**config.mk**
```make
export PLATFORM = sky130hd
export DESIGN_NAME = t05_translation_encode
export DESIGN_NICKNAME = d
export VERILOG_FILES = /design/src/rtl/t05_pkg.sv /design/src/rtl/t05_path_shifter.sv /design/src/rtl/t05_translation_encode.sv
export SDC_FILE = /design/constraint.sdc
export NUM_CORES = 1
export LEC_CHECK = 0
export BUFFER_PORTS_ARGS = -buffer_cell sky130_fd_sc_hd__buf_2
export CAP_MARGIN = 25
export CORE_MARGIN = 2
export CORE_UTILIZATION = 55
export CTS_CLUSTER_DIAMETER = 100
export DETAILED_ROUTE_END_ITERATION = 10
export GPL_TIMING_DRIVEN = 0
export HOLD_SLACK_MARGIN = 0.05
export MAX_ROUTING_LAYER = met4
export PLACE_DENSITY = 0.78
export SYNTH_ARGS = -nofsm -noshare
export SYNTH_HDL_FRONTEND = slang
export SYNTH_SLANG_ARGS = --single-unit
```
**constraint.sdc**
```tcl
create_clock -name clk -period 11.4 [get_ports clk]
set_clock_uncertainty 0.05 [all_clocks]
set_input_delay 2.28 -clock clk [delete_from_list [all_inputs] [get_ports clk]]
set_output_delay 2.28 -clock clk [all_outputs]
set_load 0.02 [all_outputs]
```
**src/rtl/t05_pkg.sv**
```systemverilog
// Shared definitions for the team_05 translation encoder/decoder pair.
// Holds the FSM state type and the default path/character widths.
package t05_pkg;

  localparam int PATH_W_DEFAULT = 128;
  localparam int CHAR_W_DEFAULT = 8;

  typedef enum logic [2:0] {
    INIT         = 3'd0,
    CAPTURE_CHAR = 3'd1,
    REQ_PATH     = 3'd2,
    LOAD_PATH    = 3'd3,
    WRITE_PATH   = 3'd4,
    FINISH       = 3'd5
  } state_te;

  // bit_count is at least 8 bits wide; it only grows for paths longer than 256 bits
  function automatic int bit_count_w(input int path_w);
    return ($clog2(path_w) > 8) ? $clog2(path_w) : 8;
  endfunction

endpackage

```
**src/rtl/t05_path_shifter.sv**
```systemverilog
// PATH_W-bit codebook path register: parallel load, MSB-first shift-out,
// with a beat counter that flags the final bit of the path.
module t05_path_shifter
  import t05_pkg::*;
#(
  parameter int PATH_W = PATH_W_DEFAULT
) (
  input  logic              clk,
  input  logic              rst,
  input  logic              load,
  input  logic              shift,
  input  logic [PATH_W-1:0] data,
  output logic              msb,
  output logic              last
);

  localparam int CNT_W = bit_count_w(PATH_W);

  logic [PATH_W-1:0] shift_q, shift_d;
  logic [CNT_W-1:0]  bit_count_q, bit_count_d;

  always_comb begin
    shift_d     = shift_q;
    bit_count_d = bit_count_q;
    if (load) begin
      shift_d     = data;
      bit_count_d = '0;
    end else if (shift) begin
      shift_d     = {shift_q[PATH_W-2:0], 1'b0};
      bit_count_d = bit_count_q + CNT_W'(1);
    end
  end

  always_ff @(posedge clk or posedge rst) begin
    if (rst) begin
      shift_q     <= '0;
      bit_count_q <= '0;
    end else begin
      shift_q     <= shift_d;
      bit_count_q <= bit_count_d;
    end
  end

  assign msb  = shift_q[PATH_W-1];
  assign last = (bit_count_q == CNT_W'(PATH_W - 1));

endmodule

```
**src/rtl/t05_translation_encode.sv**
```systemverilog
// Huffman translation encoder: reads raw bytes, fetches each byte's codebook
// path and streams it MSB-first. Optional bits_written counter: T05_ENCODE_BITCOUNT_EN.
module t05_translation_encode
  import t05_pkg::*;
#(
  parameter int PATH_W = PATH_W_DEFAULT,
  parameter int CHAR_W = CHAR_W_DEFAULT
) (
  input  logic              clk,
  input  logic              rst,
  input  logic              translation_enable,
  input  logic [31:0]       tot_chars,
  input  logic [CHAR_W-1:0] SPI_data_in,
  input  logic [PATH_W-1:0] SRAM_data_in,
  input  logic              SPI_write_ready,
  output logic              SPI_read_en,
  output logic              SRAM_read_en,
  output logic [CHAR_W-1:0] char_index,
  output logic              SPI_data_out,
  output logic              SPI_write_en,
  output logic              finished
`ifdef T05_ENCODE_BITCOUNT_EN
  ,
  output logic [39:0]       bits_written
`endif
);

  state_te           state_q, state_d;
  logic [CHAR_W-1:0] char_index_q, char_index_d;
  logic [31:0]       tot_chars_q, tot_chars_d;
  logic [31:0]       chars_done_q, chars_done_d;
  logic [31:0]       chars_done_inc;

  logic load;
  logic shift;
  logic path_msb;
  logic path_last;

  t05_path_shifter #(
    .PATH_W(PATH_W)
  ) u_path_shifter (
    .clk  (clk),
    .rst  (rst),
    .load (load),
    .shift(shift),
    .data (SRAM_data_in),
    .msb  (path_msb),
    .last (path_last)
  );

  assign chars_done_inc = chars_done_q + 32'd1;

  // Strobes are only ever raised while enabled and out of reset, so a frozen
  // or resetting block presents all-zero handshakes to its neighbours.
  always_comb begin
    state_d      = state_q;
    char_index_d = char_index_q;
    tot_chars_d  = tot_chars_q;
    chars_done_d = chars_done_q;
    load         = 1'b0;
    shift        = 1'b0;
    SPI_read_en  = 1'b0;
    SRAM_read_en = 1'b0;
    SPI_write_en = 1'b0;
    SPI_data_out = 1'b0;

    if (translation_enable && !rst) begin
      case (state_q)
        INIT: begin
          tot_chars_d  = tot_chars;
          chars_done_d = '0;
          if (tot_chars == 32'd0) begin
            state_d = FINISH;
          end else begin
            SPI_read_en = 1'b1;
            state_d     = CAPTURE_CHAR;
          end
        end
        CAPTURE_CHAR: begin
          char_index_d = SPI_data_in;
          state_d      = REQ_PATH;
        end
        REQ_PATH: begin
          SRAM_read_en = 1'b1;
          state_d      = LOAD_PATH;
        end
        LOAD_PATH: begin
          load    = 1'b1;
          state_d = WRITE_PATH;
        end
        WRITE_PATH: begin
          SPI_write_en = 1'b1;
          SPI_data_out = path_msb;
          if (SPI_write_ready) begin
            shift = 1'b1;
            if (path_last) begin
              chars_done_d = chars_done_inc;
              // The next read overlaps the last beat to keep a 131-cycle period.
              if (chars_done_inc == tot_chars_q) begin
                state_d = FINISH;
              end else begin
                SPI_read_en = 1'b1;
                state_d     = CAPTURE_CHAR;
              end
            end
          end
        end
        FINISH: begin
          state_d = FINISH;
        end
        default: begin
          state_d = INIT;
        end
      endcase
    end
  end

  always_ff @(posedge clk or posedge rst) begin
    if (rst) begin
      state_q      <= INIT;
      char_index_q <= '0;
      tot_chars_q  <= '0;
      chars_done_q <= '0;
    end else begin
      state_q      <= state_d;
      char_index_q <= char_index_d;
      tot_chars_q  <= tot_chars_d;
      chars_done_q <= chars_done_d;
    end
  end

  assign char_index = char_index_q;
  assign finished   = (state_q == FINISH);

`ifdef T05_ENCODE_BITCOUNT_EN
  logic [39:0] bits_written_q, bits_written_d;

  always_comb begin
    bits_written_d = bits_written_q;
    if (shift) begin
      bits_written_d = bits_written_q + 40'd1;
    end
  end

  always_ff @(posedge clk or posedge rst) begin
    if (rst) begin
      bits_written_q <= '0;
    end else begin
      bits_written_q <= bits_written_d;
    end
  end

  assign bits_written = bits_written_q;
`endif

endmodule

```
==> results of run 1 <==
[kinds of logic after synthesis]
logic type                 Yosys count  share of synthesized area, %
muxes                               43                          4.67
buffers and inverters               85                          3.54
AOI/OAI and AO/OA                  238                          16.0
adders and majority gates            2                         0.243
DFF                                211                          51.3
and+or+nand+nor                    452                          20.1
xor gates and xnor gates            49                          4.17
[worst max path at each step]
stage | to | slack [ns] | from | depth (start not counted)
floorplan | SPI_read_en | 0.62 | rst | 7
global placement | SPI_read_en | -1.97 | rst | 9
detailed placement | SPI_read_en | 4.13 | rst | 10
CTS | SPI_read_en | 4.10 | rst | 10
global route | SPI_read_en | 3.83 | rst | 10
finish | SPI_read_en | 4.18 | rst | 10
[synth_stat cells (3+ instances only)]
library cell  instances  area share [%]
a21oi_1              19            0.92
a22oi_1             127             9.3
and2_1                8            0.49
and3_1               11            0.67
and4_1                5            0.43
buf_1                 3            0.11
buf_2                 9            0.44
buf_4                 9            0.66
clkbuf_1             57             2.1
dfrtp_1             211              51
inv_1                 7            0.26
mux2_2               40             4.4
mux2i_1               3            0.29
nand2_1             295              11
nand2b_1              3            0.18
nand3_1              22             1.1
nand3b_1              3            0.22
nand4_1              21             1.3
nor2_1               34             1.2
nor2b_1               3            0.18
nor3_1               16            0.78
nor4_1               11            0.67
o211ai_1              4            0.29
o21ai_0              51             2.5
o31ai_1              16             1.2
or3_1                 5            0.30
xnor2_1              32             2.7
xor2_1               17             1.4
[worst min-delay path, stage by stage (launching register included)]
cell and delay, ns:
dfrtp_1 0.34, nand2_1 0.05, nand2_1 0.05
[registers in the layout, summed over array words and instances (netlist names)]
register / flops
chars_done_q: 32
state_q: 3
tot_chars_q: 32
u_path_shifter.shift_q: 128
u_path_shifter.bit_count_q: 8
char_index: 8
[routing by layer]
metal / routed length (um) / share of wire [%] / global-route usage (%)
met3: 1960 / 7.4 / 5.71
met1: 11000 / 42 / 35.5
met2: 12600 / 48 / 42.5
met4: 819 / 3.1 / 10.1
met5: 0 / 0 / -
[per-stage QoR]
stage	TNS (ns)	std cells	power [uW]	cell area (um^2)
5_1_grt	0	1542	1580	12300
6_report	0	1542	1530	12300
2_1_floorplan	0	1080	779	10300
4_1_cts	0	1538	1540	12300
3_5_place_dp	0	1499	816	11500
3_3_place_gp	-36.71	1498	814	11500
[cell type report]
cell class	count	area share (%)
Sequential cell	211	43.0
Multi-Input combinational cell	784	37.9
Timing Repair Buffer	186	7.78
Clock buffer	31	5.17
Buffer	78	2.75
Tap cell	234	2.38
Clock inverter	8	0.754
Inverter	7	0.275
Antenna cell	3	0.0611
[where the power goes]
part / leakage (uW) / total [uW] / internal [uW] / switching, uW
logic: 0.00300 / 50.4 / 23.2 / 27.2
registers: 0.00293 / 751 / 750 / 1.03
clock network: 0.000359 / 724 / 434 / 290
==> reports/metrics.yaml, run 1 <==
run_status:
  status: "finished, final reports clean"
timing:
  setup_violations: 0
  slew_violations: 0
  period_needed_ns: 7.22
  fmax_ghz: 0.138
  finalCritPeriodShare_pct: 63.4
  hold_viol_final: 0
  max_slew_margin_pct: 39.3
  max_slew.worst_pin.slew_ns: 0.903
  timing.hold.ws_ns: 0.425
  grt_setup_unrepaired: "false"
  fin_ws_ns: 4.18
flow_run:
  maxCapViolations: 0
detailed_routing:
  wire_per_inst_um: 17.1
  wl_um: 26300
  viasPerCell: 5.77
  num_vias: 8904
  drc: 0
  drtIter0Drc: 639
  first_pass_iters: 5
  antenna_left: 0
clocking:
  htree_levels: 1
  clock-sinks: 211
  numCtsBuffers: 23
  clock_path_buffers: 3
  cts_tree: "built"
  post-cts-setup-buffer-count: 0
  cts_hold_buf: 0
  path_clk_slew_ns: 0.06
  cts_resized: 0
  clkLatencyLatePin_ns: 0.50
  cts-root-buf: "clkbuf_16"
power_and_ir_drop:
  p_per_area_nw_per_um2: 124
  p_leak_uw: 0.00628
  ir_drop_uv: 102
synthesis:
  syn-cell-area_um2: 10300
  ys.flop_type: "dfrtp_1"
  synth_cell_type_count: 59
  syn_inst: 1080
  synth-edff-count: 0
  ys_seq_elements: 211
  synth-async-reset-ratio_pct: 100
  syn-num-nets: 1254
  avgSynthCellArea_um2: 9.53
  yosysSeqAreaShare_pct: 51.3
  synth-warning-count: 0
floorplanning:
  ios: 185
  die_y_um: 141
  core_area_um2: 18500
  rows: 50
  dieArea_um2: 19800
  dieWidth_um: 141
  start_util_pct: 55.6
min_path:
  min_to: "u_path_shifter.shift_q[122]"
  worstHoldPathType: "flop to flop"
  worstHoldStart: "u_path_shifter.shift_q[122]"
  whs_path_depth: 2
critical_path:
  cp_max_fo: 120
  path_delay_family: "buffers and inverters"
  r2r-start: "chars_done_q[9]"
  reg2reg_depth: 9
  slowest_delay_ns: 0.52
  r2r_slack_ns: 7.96
  criticalPathCategory: "input port to output port"
  crit_chain: "buf_2 > inv_8 > buf_16 > nand2_1 > nor2_1 > nand2_1 > buf_4 > nor2_1 > a31o_1 > buf_2"
  critPathBufInv: 5
  required_ns: 9.07
  endpoint_kind: "output port"
  start_kind: "input port"
  r2r-end: "state_q[2]"
  critPathArrivalTime_ns: 4.89
  cp_slowest_cell: "buf_16"
global_route:
  grt_first_pass_wirelength_um: 42700
  grt_start_max_net_pins: 121
  track_usage_pct: 27.2
  first_global_vias: 8661
  antenna_found_initial: 3
  overflow: 0
layout:
  ff_latch_area_um2: 5280
  area_growth_pct: 19.3
  finish.utilization_pct: 66.4
  num-nets-final: 1465
  final_cell_mix: "295 x nand2_1, 211 x dfrtp_1, 193 x buf_2"
  drive_gt1_share_pct: 22.5
  n_fill_cell: 1457
  final_common_cell: "nand2_1"
  multi_input_area_um2: 4650
placement:
  place_hpwl_um: 18300
  gp_congestion: 0.946
  io_buffers: 184
  pre_cts_slack_ns: 4.13
(Power assumes the default switching activity.)
==> inputs of run 2 (changes only) <==
ABC_AREA = 1   (was not set)
clock period = 7.2 ns   (was 11.4 ns; I/O delays follow)
==> reports/metrics.yaml, run 2 <==
timing:
  period_needed_ns: 4.56
  fin_ws_ns: 2.64  # -1.54 ns
  max_slew.worst_pin.slew_ns: 0.711  # -0.192 ns
  finalCritPeriodShare_pct: 63.4
  hold_viol_final: 0  # unchanged
  max_slew_margin_pct: 52.1  # +13 points
  grt_setup_unrepaired: "false"
  setup_violations: 0  # unchanged
  slew_violations: 0  # unchanged
  fmax_ghz: 0.219
critical_path:
  required_ns: 5.71  # -3.36 ns
  endpoint_kind: "output port"
  cp_max_fo: 2  # -98%
  r2r_slack_ns: 4.64  # -3.32 ns
  critPathArrivalTime_ns: 3.07  # -1.82 ns
  criticalPathCategory: "input port to output port"
  start_kind: "input port"
floorplanning:
  die_y_um: 142  # +0.95%
  rows: 50  # unchanged
  dieArea_um2: 20200  # +1.9%
  dieWidth_um: 142  # +0.95%
  start_util_pct: 56.1  # +0.53 points
  core_area_um2: 18700  # +1.0%
  ios: 185  # unchanged
power_and_ir_drop:
  power_uw: 4620  # +200%
  p_leak_uw: 0.00629  # +0.16%
  ir_drop_uv: 254  # +150%
  p_per_area_nw_per_um2: 361  # +190%
synthesis:
  ys.flop_type: "dfrtp_1"
  yosysSeqAreaShare_pct: 50.3  # -0.99 points
  synth_largest_area_cell: "dfrtp_1"
  yosysMostFrequentCell: "nand2_1"
  synth-edff-count: 0  # unchanged
  syn_inst: 1239  # +15%
  synth_cell_type_count: 38  # -36%
  synth_area_leaders: "dfrtp_1 50%, nand2_1 14%, inv_1 5.2%"
  synth.top_cell.area_share_pct: 50.3  # -0.99 points
  synth-warning-count: 0  # unchanged
  synth_commonest_cells: "383 x nand2_1, 211 x dfrtp_1, 145 x inv_1, 82 x nor2_1, 59 x a22oi_1"
  synth-async-reset-ratio_pct: 100  # unchanged
  syn-cell-area_um2: 10500  # +2.0%
  syn-num-nets: 1413  # +13%
  avgSynthCellArea_um2: 8.47  # -11%
  ys_seq_elements: 211  # unchanged
detailed_routing:
  viasPerCell: 5.58  # -3.5%
  wire_per_inst_um: 16.8  # -1.7%
  first_pass_iters: 5  # unchanged
  drc: 0  # unchanged
  antenna_left: 0  # unchanged
  wl_um: 28700  # +9.1%
  drtIter0Drc: 709  # +11%
  num_vias: 9539  # +7.1%
clocking:
  clkLatencyLatePin_ns: 0.53  # +0.03 ns
  post-cts-setup-buffer-count: 0  # unchanged
  cts-root-buf: "clkbuf_16"
  clock_path_buffers: 3  # unchanged
  cts_tree: "built"
  path_clk_slew_ns: 0.06  # about the same
  numCtsBuffers: 24  # +4.3%
  htree_levels: 1  # unchanged
  cts_resized: 0  # unchanged
  clock-sinks: 211  # unchanged
  cts_hold_buf: 0  # unchanged
layout:
  area_growth_pct: 21.7
  n_fill_cell: 1497  # +2.7%
  drive_gt1_share_pct: 21.7  # -0.71 points
  finalNonFillerCells: 1711  # +11%
  largest_register: "u_path_shifter.shift_q"
  final_common_cell: "nand2_1"
  final_cell_area_um2: 12800  # +4.0%
  num-nets-final: 1629  # +11%
  largest_reg_flops: 128  # unchanged
  reg_top3: "u_path_shifter.shift_q (128), chars_done_q (32), tot_chars_q (32)"
  final_cell_mix: "383 x nand2_1, 211 x dfrtp_1, 205 x buf_2"
placement:
  gp_congestion: 0.939  # -0.72%
  place_hpwl_um: 20900  # +14%
  pre_cts_slack_ns: 2.62  # -1.51 ns
  placedCellCount: 1663  # +11%
  placed_area_um2: 11800  # +2.5%
  io_buffers: 184  # unchanged
min_path:
  worstHoldPathType: "flop to flop"
global_route:
  grt_first_pass_wirelength_um: 46500  # +8.9%
  grt_start_max_net_pins: 43  # -64%
  track_usage_pct: 29.8  # +2.5 points
  antenna_found_initial: 4  # +1
  first_global_vias: 9583  # +11%
  overflow: 0  # unchanged
run_status:
  status: "finished, final reports clean"
flow_run:
  maxCapViolations: 0  # unchanged
[run 2: changes by cell type in the layout (fill, tap and decap cells not counted), moves of 21 or more]
cell	before	now
o22ai_1	0	27
nand2_1	295	383
nor2_1	34	82
a22oi_1	127	59
o21ai_0	51	30
o221ai_1	0	47
inv_1	6	144
xnor2_1	32	2
nand3_1	22	46
clkbuf_1	62	29
[run 2: layer usage]
layer | GRT usage, % | wire, um | vias to the layer above
met1 | 36.7 | 11800 | 4554
met5 | - | 0 | -
met2 | 50.6 | 14200 | 351
li1 | - | - | 4572
met3 | 5.08 | 1860 | 62
met4 | 8.89 | 827 | 0
[run 2: final timing paths]
path / cells past startpoint / to / start
min reg2reg: 2 / u_path_shifter.shift_q[77] / u_path_shifter.shift_q[76]
min: 2 / u_path_shifter.shift_q[77] / u_path_shifter.shift_q[76]
max: 6 / SPI_read_en / tot_chars[17]
min in group asynchronous: 2 / tot_chars_q[3] / rst
max reg2reg: 13 / chars_done_q[2] / u_path_shifter.bit_count_q[1]
max in group asynchronous: 6 / u_path_shifter.shift_q[82] / rst
[run 2: cell families after synthesis]
| logic type | share of synthesized area, % |
|---|---|
| compound gates | 14.2 |
| flops | 50.3 |
| buf+inv | 7.62 |
| mux | 3.00 |
| fa+ha+maj | 0.238 |
| xor+xnor | 0.846 |
| simple gates | 23.8 |
[run 2: worst max-delay path, cell delays in order]
cell and delay, ns:
buf_2 0.10, nor4_1 0.61, nand4_1 0.33, o21ai_0 0.26, a21oi_1 0.14, buf_2 0.19
[run 2: area by class of cell]
class	instances	area (um^2)	share of cell area (%)
Clock inverter	15	283	2.21
Buffer	50	218	1.70
Inverter	155	586	4.58
Antenna cell	5	12.5	0.0979
Timing Repair Buffer	190	1040	8.15
Tap cell	234	293	2.29
Multi-Input combinational cell	823	4420	34.6
Sequential cell	211	5280	41.3
Clock buffer	28	646	5.05
[run 2: report_power, final]
part | switching (uW) | internal [uW] | total, uW
sequential | 278 | 1690 | 1970
combinational | 688 | 541 | 1230
clock | 517 | 897 | 1410
[run 2: stage by stage]
step           TNS (ns)  util [%]  hold WS, ns
2_1_floorplan         0         -        0.400
3_3_place_gp    -295.21      62.6        0.405
3_5_place_dp          0      63.3        0.416
4_1_cts               0      68.2        0.430
5_1_grt               0      68.3        0.453
6_report              0      68.3        0.426
==> inputs of run 3 (changes only) <==
clock period = 4.5 ns   (was 7.2 ns; I/O delays follow)
==> reports/metrics.yaml, run 3 (synthesis gave the netlist of run 2 again) <==
critical_path:
  start_kind: "flop"
  criticalPathCategory: "flop to output port"
  critPathBufInv: 1  # -1
  crit_chain: "ha_1 > nand2_2 > nor2_8 > nand2_4 > nor2_4 > nand2_1 > nand3b_1 > nand3_1 > nor2_1 > nand2_1 > nor2_1 > nand3_1 > nand2_1 > a21oi_1 > buf_2"
  required_ns: 3.55  # -2.16 ns
  reg2reg_depth: 13  # unchanged
  cp_max_fo: 8  # +6
  slowest_delay_ns: 0.42  # -0.19 ns
  cp.depth: 15  # +9
  endpoint_kind: "output port"
  path_delay_family: "simple AND/OR/NAND/NOR gates"
  critPathArrivalTime_ns: 2.91  # -0.16 ns
  cp_slowest_cell: "dfrtp_1"
  crit_top_cell: "nand2_1"
detailed_routing:
  first_pass_iters: 7  # +2
  antenna_left: 0  # unchanged
  drtIter0Drc: 638  # -10%
  viasPerCell: 5.59  # +0.35%
  drc: 0  # unchanged
  num_vias: 9561  # +0.23%
  wire_per_inst_um: 16.8  # -0.11%
  wl_um: 28600  # -0.22%
layout:
  num-nets-final: 1628  # -0.061%
  final_common_cell: "nand2_1"
  largest_reg_flops: 128  # unchanged
  area_growth_pct: 26.0
  final_cell_mix: "382 x nand2_1, 211 x dfrtp_1, 197 x buf_2"
  reg_top3: "u_path_shifter.shift_q (128), chars_done_q (32), tot_chars_q (32)"
  drive_gt1_share_pct: 28.3  # +6.5 points
  largest_register: "u_path_shifter.shift_q"
  finalNonFillerCells: 1709  # -0.12%
timing:
  grt_setup_unrepaired: "false"
  timing.hold.ws_ns: 0.376  # -0.0504 ns
  max_slew.worst_pin.slew_ns: 0.685  # -0.0259 ns
  slew_violations: 0  # unchanged
  period_needed_ns: 3.86
  max_slew_margin_pct: 54.3  # +2.2 points
  fmax_ghz: 0.259
  setup_violations: 0  # unchanged
  finalCritPeriodShare_pct: 85.7
  hold_viol_final: 0  # unchanged
clocking:
  cts_hold_buf: 0  # unchanged
  clkLatencyLatePin_ns: 0.52  # about the same
  cts_tree: "built"
  htree_levels: 1  # unchanged
  post-cts-setup-buffer-count: 0  # unchanged
  cts_resized: 0  # unchanged
  clock-sinks: 211  # unchanged
  clock_path_buffers: 3  # unchanged
  cts-root-buf: "clkbuf_16"
  numCtsBuffers: 23  # -4.2%
  path_clk_slew_ns: 0.06  # about the same
floorplanning:
  die_y_um: 142  # unchanged
  ios: 185  # unchanged
  rows: 50  # unchanged
  dieArea_um2: 20200  # unchanged
  dieWidth_um: 142  # unchanged
  core_area_um2: 18700  # unchanged
  start_util_pct: 56.1  # unchanged
placement:
  io_buffers: 184  # unchanged
  placedCellCount: 1663  # unchanged
  place_hpwl_um: 21200  # +1.3%
  gp_congestion: 0.928  # -1.1%
global_route:
  overflow: 0  # unchanged
  track_usage_pct: 30.2  # +0.43 points
  grt_start_max_net_pins: 42  # -2.3%
  antenna_found_initial: 5  # +1
  grt_first_pass_wirelength_um: 47200  # +1.4%
  first_global_vias: 9582  # -0.010%
min_path:
  worstHoldPathType: "input port to asynchronous set/reset pin"
power_and_ir_drop:
  ir_drop_uv: 419  # +65%
  p_per_area_nw_per_um2: 554  # +53%
  p_leak_uw: 0.00634  # +0.81%
run_status:
  status: "finished, final reports clean"
flow_run:
  maxCapViolations: 0  # unchanged
## run 3: cell count changes in the layout (fill, tap and decap cells not counted), sizes merged
cell | before | now
bufinv | 7 | 2
clkbuf | 56 | 59
clkinv | 6 | 7
clkinvlp | 4 | 1
diode | 5 | 6
inv | 153 | 154
## run 3: final cells by class
class,count,area (um^2)
clock buffer,31,636
clock inverter,9,110
sequential,211,5280
multi-input combinational,823,4910
inverter,155,591
buffer,50,354
antenna,6,15.0
tap,234,293
fill,1464,5480
timing repair buffer,190,1040
## run 3: metrics by stage
step	setup WS, ns	instance area (um^2)	util [%]	setup TNS [ns]	power [uW]
6_report	0.644	13200	70.7	0	7330
5_1_grt	0.399	13200	70.7	0	7780
4_1_cts	0.657	13200	70.6	0	7360
3_5_place_dp	1.02	12500	66.7	0	5440
3_3_place_gp	-3.67	12300	66.0	-836.71	5330
2_1_floorplan	-1.51	11100	-	-290.38	4850
## run 3: routing by layer
metal	part of all wire, %	vias to the layer above	track usage (%)
met5	0	-	-
met4	3.7	0	11.8
met3	5.1	75	4.81
met2	50	293	49.6
met1	41	4617	37.9
li1	-	4576	-
## run 3: worst paths after layout
check / start / endpoint / slack [ns]
setup / recovery: chars_done_q[0] / SPI_read_en / 0.64
hold / removal: rst / chars_done_q[3] / 0.38
setup reg to reg: u_path_shifter.bit_count_q[1] / chars_done_q[13] / 1.68
hold reg to reg: u_path_shifter.shift_q[83] / u_path_shifter.shift_q[84] / 0.42
max in group asynchronous: rst / u_path_shifter.shift_q[18] / 3.06
min in group clk: u_path_shifter.shift_q[83] / u_path_shifter.shift_q[84] / 0.42
## run 3: power breakdown
group          total, uW  internal (uW)  switching [uW]
combinational       2270           1050            1210
clock               1880           1110             771
sequential          3180           2710             469
## run 3: worst reg2reg max path, stage by stage (launching register included)
cell and delay, ns:
dfrtp_1 0.39, ha_1 0.22, nand2_1 0.08, inv_1 0.10, nand4_1 0.11, nor2_1 0.10, inv_1 0.06, nor2_1 0.13
nand2_1 0.09, nand2_1 0.29, nand2_1 0.26, inv_2 0.16, clkbuf_1 0.46, o22ai_1 0.17
